## src/rtl/fetch_sequencer_if.sv

```systemverilog
// Decoder-facing bundle for fetch_sequencer.
// The master (control decoder / program controller) drives start, branch and
// compare information and the returned instruction word; the slave
// (fetch_sequencer) drives the PC, mode, latched instruction, flags and status.
//   start                 program start request (level, rising edge acted on)
//   branch_en/_target     take branch_target as the next PC
//   next_state            decoder mode for the next instruction
//   prev_instruction_out  current instruction word returned for latching
//   cmp_bits_out          compare flags passed through by the decoder
//   cmp_load_en/cmp_new   load fresh compare flags {zero, equal, gt}
//   ack                   decoder done-instruction flag (ends the program)
//   prog_ctr              instruction ROM address
//   curr_state            decoder mode register
//   prev_instruction      instruction word latched in the previous cycle
//   cmp_bits              compare flag register
//   running / done        RUN / HALT state decodes
//   cycle_count           RUN cycles of the current or last program
interface fetch_sequencer_if #(
  parameter int unsigned CYC_W = 16
);

  logic             start;
  logic             branch_en;
  logic [8:0]       branch_target;
  logic [1:0]       next_state;
  logic [8:0]       prev_instruction_out;
  logic [2:0]       cmp_bits_out;
  logic             cmp_load_en;
  logic [2:0]       cmp_new;
  logic             ack;

  logic [8:0]       prog_ctr;
  logic [1:0]       curr_state;
  logic [8:0]       prev_instruction;
  logic [2:0]       cmp_bits;
  logic             running;
  logic             done;
  logic [CYC_W-1:0] cycle_count;

  modport master (
    output start, branch_en, branch_target, next_state, prev_instruction_out,
           cmp_bits_out, cmp_load_en, cmp_new, ack,
    input  prog_ctr, curr_state, prev_instruction, cmp_bits, running, done,
           cycle_count
  );

  modport slave (
    input  start, branch_en, branch_target, next_state, prev_instruction_out,
           cmp_bits_out, cmp_load_en, cmp_new, ack,
    output prog_ctr, curr_state, prev_instruction, cmp_bits, running, done,
           cycle_count
  );

endinterface

```

## src/rtl/fetch_sequencer.sv

```systemverilog
// Program fetch sequencer: IDLE -> RUN -> HALT controller that steps the
// instruction ROM address one instruction per RUN cycle, follows branches,
// latches decoder mode / instruction word / compare flags and counts RUN
// cycles. All outputs are registered.
// Ports:
//   clk    rising-edge clock
//   reset  synchronous active-low reset
//   bus    fetch_sequencer_if.slave (decoder handshake and status, see _if)
module fetch_sequencer #(
  parameter logic [8:0]  START_PC = 9'd0,
  parameter int unsigned CYC_W    = 16
) (
  input  logic             clk,
  input  logic             reset,
  fetch_sequencer_if.slave bus
);

  localparam int unsigned PC_W   = 9;
  localparam int unsigned MODE_W = 2;
  localparam int unsigned CMP_W  = 3;

  typedef enum logic [1:0] {
    S_IDLE = 2'd0,
    S_RUN  = 2'd1,
    S_HALT = 2'd2
  } state_t;

  state_t            state_q, state_d;
  logic              start_q;
  logic [PC_W-1:0]   pc_q, pc_d;
  logic [MODE_W-1:0] mode_q, mode_d;
  logic [PC_W-1:0]   prev_q, prev_d;
  logic [CMP_W-1:0]  cmp_q, cmp_d;
  logic [CYC_W-1:0]  cyc_q, cyc_d;
  logic              running_q, running_d;
  logic              done_q, done_d;

  logic              start_rise;
  logic [CYC_W-1:0]  cyc_sat_inc;

  // start_q is cleared by reset, so a start held through reset release
  // is seen as a rising edge on the first cycle out of reset.
  assign start_rise = bus.start & ~start_q;

  // Saturating increment of the RUN cycle counter.
  assign cyc_sat_inc = (cyc_q == {CYC_W{1'b1}}) ? cyc_q : cyc_q + CYC_W'(1);

  // Next-state and next-register logic.
  always_comb begin
    state_d   = state_q;
    pc_d      = pc_q;
    mode_d    = mode_q;
    prev_d    = prev_q;
    cmp_d     = cmp_q;
    cyc_d     = cyc_q;
    running_d = 1'b0;
    done_d    = 1'b0;

    case (state_q)
      S_IDLE, S_HALT: begin
        if (start_rise) begin
          state_d = S_RUN;
          pc_d    = START_PC;
          mode_d  = '0;
          prev_d  = '0;
          cmp_d   = '0;
          cyc_d   = '0;
        end
      end

      S_RUN: begin
        // The ack cycle still counts as an executed cycle.
        cyc_d = cyc_sat_inc;
        if (bus.ack) begin
          // Program ends: everything but the counter freezes, branch ignored.
          state_d = S_HALT;
        end else begin
          pc_d   = bus.branch_en ? bus.branch_target : pc_q + PC_W'(1);
          // Mode 11 (NOP) is stored as regular mode.
          mode_d = (bus.next_state == 2'b11) ? 2'b00 : bus.next_state;
          prev_d = bus.prev_instruction_out;
          cmp_d  = bus.cmp_load_en ? bus.cmp_new : bus.cmp_bits_out;
        end
      end

      default: begin
        state_d = S_IDLE;
      end
    endcase

    // Status flags are decodes of the next state, registered with it.
    running_d = (state_d == S_RUN);
    done_d    = (state_d == S_HALT);
  end

  // State and datapath registers.
  always_ff @(posedge clk) begin
    if (!reset) begin
      state_q   <= S_IDLE;
      start_q   <= 1'b0;
      pc_q      <= START_PC;
      mode_q    <= '0;
      prev_q    <= '0;
      cmp_q     <= '0;
      cyc_q     <= '0;
      running_q <= 1'b0;
      done_q    <= 1'b0;
    end else begin
      state_q   <= state_d;
      start_q   <= bus.start;
      pc_q      <= pc_d;
      mode_q    <= mode_d;
      prev_q    <= prev_d;
      cmp_q     <= cmp_d;
      cyc_q     <= cyc_d;
      running_q <= running_d;
      done_q    <= done_d;
    end
  end

  assign bus.prog_ctr         = pc_q;
  assign bus.curr_state       = mode_q;
  assign bus.prev_instruction = prev_q;
  assign bus.cmp_bits         = cmp_q;
  assign bus.running          = running_q;
  assign bus.done             = done_q;
  assign bus.cycle_count      = cyc_q;

endmodule

```

## src/flat_wrapper.sv

```systemverilog
// flat-port wrapper written by rule: the top's interface ports become plain ports
module fetch_sequencer_flat 
#(
  parameter logic [8:0]  START_PC = 9'd0,
  parameter int unsigned CYC_W    = 16
)
  (clk, reset, bus_start, bus_branch_en, bus_branch_target, bus_next_state, bus_prev_instruction_out, bus_cmp_bits_out, bus_cmp_load_en, bus_cmp_new, bus_ack, bus_prog_ctr, bus_curr_state, bus_prev_instruction, bus_cmp_bits, bus_running, bus_done, bus_cycle_count);
  fetch_sequencer_if #(.CYC_W(CYC_W)) bus_i ();
  input  logic clk;
  input  logic reset;
  input wire logic [$bits(bus_i.start)-1:0] bus_start;
  input wire logic [$bits(bus_i.branch_en)-1:0] bus_branch_en;
  input wire logic [$bits(bus_i.branch_target)-1:0] bus_branch_target;
  input wire logic [$bits(bus_i.next_state)-1:0] bus_next_state;
  input wire logic [$bits(bus_i.prev_instruction_out)-1:0] bus_prev_instruction_out;
  input wire logic [$bits(bus_i.cmp_bits_out)-1:0] bus_cmp_bits_out;
  input wire logic [$bits(bus_i.cmp_load_en)-1:0] bus_cmp_load_en;
  input wire logic [$bits(bus_i.cmp_new)-1:0] bus_cmp_new;
  input wire logic [$bits(bus_i.ack)-1:0] bus_ack;
  output wire logic [$bits(bus_i.prog_ctr)-1:0] bus_prog_ctr;
  output wire logic [$bits(bus_i.curr_state)-1:0] bus_curr_state;
  output wire logic [$bits(bus_i.prev_instruction)-1:0] bus_prev_instruction;
  output wire logic [$bits(bus_i.cmp_bits)-1:0] bus_cmp_bits;
  output wire logic [$bits(bus_i.running)-1:0] bus_running;
  output wire logic [$bits(bus_i.done)-1:0] bus_done;
  output wire logic [$bits(bus_i.cycle_count)-1:0] bus_cycle_count;
  assign bus_i.start = bus_start;
  assign bus_i.branch_en = bus_branch_en;
  assign bus_i.branch_target = bus_branch_target;
  assign bus_i.next_state = bus_next_state;
  assign bus_i.prev_instruction_out = bus_prev_instruction_out;
  assign bus_i.cmp_bits_out = bus_cmp_bits_out;
  assign bus_i.cmp_load_en = bus_cmp_load_en;
  assign bus_i.cmp_new = bus_cmp_new;
  assign bus_i.ack = bus_ack;
  assign bus_prog_ctr = bus_i.prog_ctr;
  assign bus_curr_state = bus_i.curr_state;
  assign bus_prev_instruction = bus_i.prev_instruction;
  assign bus_cmp_bits = bus_i.cmp_bits;
  assign bus_running = bus_i.running;
  assign bus_done = bus_i.done;
  assign bus_cycle_count = bus_i.cycle_count;
  fetch_sequencer #(.START_PC(START_PC), .CYC_W(CYC_W)) u_core (.clk(clk), .reset(reset), .bus(bus_i));
endmodule
```

## config.mk

```make
export PLATFORM = sky130hd
export DESIGN_NAME = fetch_sequencer_flat
export DESIGN_NICKNAME = d
export VERILOG_FILES = /design/src/rtl/fetch_sequencer_if.sv /design/src/rtl/fetch_sequencer.sv /design/src/flat_wrapper.sv
export SDC_FILE = /design/constraint.sdc
export NUM_CORES = 1
export LEC_CHECK = 0
export BUFFER_PORTS_ARGS = -buffer_cell sky130_fd_sc_hd__buf_2
export CELL_PAD_IN_SITES_DETAIL_PLACEMENT = 1
export CELL_PAD_IN_SITES_GLOBAL_PLACEMENT = 1
export CORE_AREA = 2 2 76 78
export CTS_BUF_LIST = sky130_fd_sc_hd__clkbuf_4
export CTS_CLUSTER_DIAMETER = 60
export CTS_CLUSTER_SIZE = 14
export DETAILED_ROUTE_END_ITERATION = 7
export DIE_AREA = 0 0 78 80
export PLACE_DENSITY = 0.87
export SLEW_MARGIN = 20
export SYNTH_ARGS = -nofsm -noshare
export SYNTH_HDL_FRONTEND = slang
export SYNTH_SLANG_ARGS = --single-unit
```

## constraint.sdc

```tcl
create_clock -name clk -period 5.2 [get_ports clk]
set_input_delay 0.26 -clock clk [delete_from_list [all_inputs] [get_ports clk]]
set_output_delay 0.26 -clock clk [all_outputs]
set_load 0.005 [all_outputs]
```

; ---- After elaboration in Yosys (flattened, before gate mapping)
; Cells that the tools add are included.
[classes]
add_sub_neg = 2
n_eq_ne = 9
n_mux = 20
n_bitwise = 2
n_reduce_logical = 5
[op_table]
columns = operator, n
row1 = $mux W9, 4
row2 = $pmux W9 S2, 2
row3 = $mux W16, 2
row4 = $pmux W16 S2, 1
row5 = $add A16 B1 Y16 const B, 1
row6 = $eq A16 B16 Y1 const B, 1
row7 = $mux W2, 5
row8 = $add A9 B1 Y9 const B, 1
row9 = $mux W3, 3
row10 = $pmux W2 S2, 2
row11 = $eq A2 B2 Y1 const B, 3
row12 = $pmux W3 S2, 1
row13 = $reduce_and A3 Y1, 2
row14 = $eq A2 B1 Y1 const B, 2
row15 = $ne A2 B2 Y1 const B, 2
row16 = $logic_not A2 Y1, 1
row17 = $ne A2 B1 Y1 const B, 1
row18 = $reduce_bool A2 Y1, 1
row19 = $reduce_or A2 Y1, 1
row20 = $and A1 B1 Y1, 1
row21 = $not A1 Y1, 1
[totals]
ff_bits = 44
in_bits = 32
out_inout_bits = 41
wordCells = 47

; ---- Logic depth before layout (Yosys ltp)
[logic_depth]
word_depth = 5
ltp_mapped = 6
depth_no_buf = 6

; ---- Worst setup path before layout
; No wires, ideal clock.
[synth_timing]
kind = register -> register
start = reg u_core.cyc_q[0] (netlist: u_core.bus.cycle_count[0])
end = reg u_core.cyc_q[5] (netlist: u_core.bus.cycle_count[5])
arrival_ps = 1602
required_time_ps = 5070
path_slack_ps = 3469
path_stages_with_launch = 7
n_path_buf = 0
cell_sequence = dfxtp_1 > ha_1 > nand2_1 > or3_1 > o21ai_0 > a21oi_1 > a2bb2oi_1
[synth_between]
elab_chain_cells = 3
elab_cells_between_ends = 6
cone_classes = add/sub (1) / eq/ne (2) / mux (2) / reduce/logical (1)
[synth_rtl]
columns = item, line_no
row1 = from (decl), fetch_sequencer.sv:34  ; logic [CYC_W-1:0] cyc_q, cyc_d;
row2 = from (signal assigned), fetch_sequencer.sv:115  ; cyc_q <= cyc_d;
row3 = $add A16 B1 Y16 or $eq A16 B16 Y1 (tied branches), fetch_sequencer.sv:46  ; assign cyc_sat_inc = (cyc_q == {CYC_W{1'b1}}) ? cyc_q : cyc_q + CYC_W'(1);
row4 = $mux W16 or $ne A2 B2 Y1 (tied branches), -
row5 = $pmux W16 S2 or $reduce_and A3 Y1 (tied branches), -
; Parallel ways exist; a longest one is shown, timed or not. The select of a mux whose other input is x is not followed.
; A chain may end at the register's enable or synchronous reset.

; ---- Final worst setup path
[layout_timing]
start = reg u_core.state_q[1]
end = reg u_core.cyc_q[15] (netlist: u_core.bus.cycle_count[15])
[layout_between]
elab_chain_cells = 4
elab_cells_between_ends = 9
cone_classes = eq/ne (4) / mux (1) / reduce/logical (4)
[layout_rtl]
columns = item, line_no
row1 = from (decl), fetch_sequencer.sv:28  ; state_t state_q, state_d;
row2 = from (signal assigned), fetch_sequencer.sv:109  ; state_q <= state_d;
row3 = $eq A2 B2 Y1 or $logic_not A2 Y1 (tied branches), fetch_sequencer.sv:59  ; case (state_q)
row4 = $reduce_or A2 Y1, fetch_sequencer.sv:59
row5 = $ne A2 B1 Y1 (no source line) or $reduce_bool A2 Y1 (tied branches), -
row6 = $reduce_and A3 Y1 (no source line), -
; Parallel ways exist; a longest one is shown, timed or not.

==> flow_metrics.env <==
export IMPL_number_of_antenna_violations_at_the_first_check_in_global_routing=0
export IMPL_multi_input_area_um2=1170
export IMPL_drt_antenna_violating_nets=0
export IMPL_cells_after_synth=253
export IMPL_cp_end_kind="register"
export IMPL_power_share_clock=0.339
export IMPL_timing_critical_path_required_ps=5510
export IMPL_final_cell_mix="sky130_fd_sc_hd__buf_2 (72), sky130_fd_sc_hd__dfxtp_1 (44), sky130_fd_sc_hd__nor2_1 (31), sky130_fd_sc_hd__a21oi_1 (28), sky130_fd_sc_hd__o21ai_0 (18)"
export IMPL_synthFlopType="sky130_fd_sc_hd__dfxtp_1"
export IMPL_p_leak_uw=0.00107
export IMPL_tritoncts_num_buffers=5
export IMPL_tritoncts="done"
export IMPL_synthArstFlopShare=0
export IMPL_mappedNetlistNets=287
export IMPL_syn_area_per_cell_um2=8.37
export IMPL_numPortBuffers=72
export IMPL_max_ir_drop_vdd_mv=0.114
export IMPL_critPathKind="register to register"
export IMPL_most_common_cell_after_layout_fill_and_taps_aside="sky130_fd_sc_hd__buf_2"
export IMPL_finalSetupViolCount=0
export IMPL_power_sequential_fraction=0.546
export IMPL_drive_above_1_share=0.288
export IMPL_vias=2175
export IMPL_hold_violations=0
export IMPL_detailedPlace_worstSlack_ps=2740
export IMPL_timing_final_max_slew_violations=0
export IMPL_place_hpwl_mm=4.50
export IMPL_final_setup_tns_ps=0
export IMPL_antenna_cells_inserted=0
export IMPL_gpl_final_weighted_congestion=0.831
export IMPL_grt_first_pass_wirelength_mm=10.1
export IMPL_final_std_cells_w_o_fill=392
export IMPL_design_core_area_um2=5410
export IMPL_max_clock_freq_mhz=429
export IMPL_grt_usage=0.203
export IMPL_detail_route_wirelength_mm=6.21
export IMPL_placed_area_um2=2510
export IMPL_worstSkewPairLatency_ps=370
export IMPL_grt_start_max_net_pins=33
export IMPL_worstRegToRegCells=5
export IMPL_period_share=0.448
export IMPL_synth_area_top_cells="sky130_fd_sc_hd__dfxtp_1 (42%), sky130_fd_sc_hd__a21oi_1 (6.6%), sky130_fd_sc_hd__nor2_1 (5.5%)"
export IMPL_seq_area_frac_synth=0.416
export IMPL_pwr_share_comb=0.115
export IMPL_drc_errors=0
export IMPL_cts_sinks=44
export IMPL_fp_row_count=27
export IMPL_post_cts_hold_buffer_count=0
export IMPL_clk_pin_slew_worst_paths_ps=130
export IMPL_timing_clock_skew_ps=18.2
export IMPL_post_place_cells=384
export IMPL_netlist_cell_type_count=47
export IMPL_max_clock_path_buffers=2
export IMPL_layout_cell_area_non_filler_um2=2590
export IMPL_die_width_um=78
export IMPL_worstHoldPathCells=2
export IMPL_io_count=73
export IMPL_vias_per_cell=5.55
export IMPL_post_cts_setup_buffer_count=0
export IMPL_synth_largest_type_area_fraction=0.416
export IMPL_worstPathMaxFanout=13
export IMPL_worstPathArrival_ps=2640
export IMPL_register_area_um2=881
export IMPL_yosys_warnings=0
export IMPL_power_share_switching=0.263
export IMPL_worst_slew_margin_rel=0.320
export IMPL_worst_slew_pin_transition_ps=1020
export IMPL_clock_root_buffer="sky130_fd_sc_hd__clkbuf_4"
export IMPL_finalWorstSetupSlack_ps=2870
export IMPL_ys_seq_elements=44
export IMPL_number_of_enable_type_register_cells_in_the_synthesized_netlist=0
export IMPL_status="complete, no violations"
export IMPL_powerDensity_nw_per_um2=247
export IMPL_die_h_um=80
export IMPL_max_cap_violations=0
export IMPL_area_growth_syn_to_layout_pct=22.6
export IMPL_rsz_0062_raised_after_global_routing="no"
export IMPL_drt_pass1_iterations=4
export IMPL_fillCellCount=701
export IMPL_cp_start_kind="register"
export IMPL_initial_utilization=0.392
export IMPL_gr_total_overflow=0
export IMPL_power_report_internal_total_uw=473
export IMPL_design_die_area_um2=6240
export IMPL_wl_per_cell_um=15.8
export IMPL_synthDominantAreaCellType="sky130_fd_sc_hd__dfxtp_1"
export IMPL_period_needed_ps=2330
export IMPL_cts_max_level=2
export IMPL_timing_hold_worst_class="input pin to register"
export IMPL_first_global_vias=2172
export IMPL_post_synth_instance_area_um2=2120
export IMPL_hold_slack_ps=128
export IMPL_finalNetCount=353
export IMPL_drt_iter0_drc=72
export IMPL_power_switching_uw=169
export IMPL_cts_repair_resize_count=0
## metrics by stage
| step | total power [uW] | util |
|---|---|---|
| after floorplan | 402 | - |
| after CTS | 645 | 0.479 |
| after global placement | 428 | 0.464 |
| after detailed placement | 431 | 0.464 |
| after global routing | 668 | 0.480 |
| final | 641 | 0.480 |
## cell usage after synthesis, types with 2 or more instances
cell                        number
sky130_fd_sc_hd__mux2i_1         2
sky130_fd_sc_hd__dfxtp_1        44
sky130_fd_sc_hd__nand3_1        14
sky130_fd_sc_hd__o21ai_2         2
sky130_fd_sc_hd__and3_1          4
sky130_fd_sc_hd__a21oi_1        28
sky130_fd_sc_hd__xor2_1          3
sky130_fd_sc_hd__a22oi_1        12
sky130_fd_sc_hd__nor2b_1         3
sky130_fd_sc_hd__a22o_1          3
sky130_fd_sc_hd__inv_1           4
sky130_fd_sc_hd__clkbuf_1       10
sky130_fd_sc_hd__o31ai_1         3
sky130_fd_sc_hd__mux2_2          3
sky130_fd_sc_hd__o21ai_0        18
sky130_fd_sc_hd__ha_1            2
sky130_fd_sc_hd__o21a_1          3
sky130_fd_sc_hd__nor2_1         31
sky130_fd_sc_hd__nand4_1         7
sky130_fd_sc_hd__or3_1           3
sky130_fd_sc_hd__nand2b_1        3
sky130_fd_sc_hd__a2bb2oi_1       4
sky130_fd_sc_hd__a32oi_1         3
sky130_fd_sc_hd__nor4_1          2
sky130_fd_sc_hd__nand2_1        15
sky130_fd_sc_hd__nor3_1          3
sky130_fd_sc_hd__a31oi_1         3
sky130_fd_sc_hd__and2_1          2
## logic make-up after synthesis
logic type      share of synthesized area
compound gates                      0.262
fa+ha+maj                          0.0118
xor+xnor                           0.0124
buf+inv                            0.0349
mux                                0.0254
simple gates                        0.237
flops                               0.416
## final cells by class
| class | instances | share of cell area |
|---|---|---|
| flip-flops and latches | 44 | 0.339 |
| inverters | 4 | 0.00579 |
| clock inverters | 3 | 0.0164 |
| clock buffers | 5 | 0.0145 |
| repair buffers | 72 | 0.139 |
| multi-input cells | 192 | 0.450 |
| well taps | 72 | 0.0347 |
## state kept, by name, indices dropped and copies added (netlist names)
signal and count:
u_core.bus.curr_state 2, u_core.bus.prev_instruction 9, u_core.bus.running 1, u_core.state_q 2, u_core.bus.done 1, u_core.bus.cycle_count 16
u_core.bus.cmp_bits 3, u_core.start_q 1, u_core.bus.prog_ctr 9
## metal layers
metal | track usage | part of all wire
met1 | 0.247 | 0.44
met2 | 0.360 | 0.49
met3 | 0.0430 | 0.061
met4 | 0.0596 | 0.010
met5 | 0 | 0
## power groups by stage
| stage | Combinational (uW) | Sequential, uW | Clock [uW] |
|---|---|---|---|
| global route | 82.6 | 351 | 234 |
| CTS | 74.0 | 350 | 221 |
| detailed placement | 73.6 | 357 | 0 |
| floorplan | 45.4 | 357 | 0 |
| finish | 74.1 | 350 | 217 |
| global placement | 71.0 | 357 | 0 |
## worst max-delay path, cell delays in order, from the launching register on
cell and delay (ps):
sky130_fd_sc_hd__dfxtp_1 380, sky130_fd_sc_hd__nand2b_1 390, sky130_fd_sc_hd__nor2_1 670, sky130_fd_sc_hd__o21ai_0 320, sky130_fd_sc_hd__or3_1 440, sky130_fd_sc_hd__o21ai_2 70
## worst paths after layout
check	from	end	slack, ps
worst max-delay path	u_core.state_q[1]	u_core.bus.cycle_count[15]	2870
worst min-delay path	bus_start	u_core.start_q	130
worst max register to register	u_core.state_q[1]	u_core.bus.cycle_count[15]	2870
worst min register to register	u_core.bus.prev_instruction[8]	u_core.bus.prev_instruction[8]	480
(Power assumes the default switching activity.)
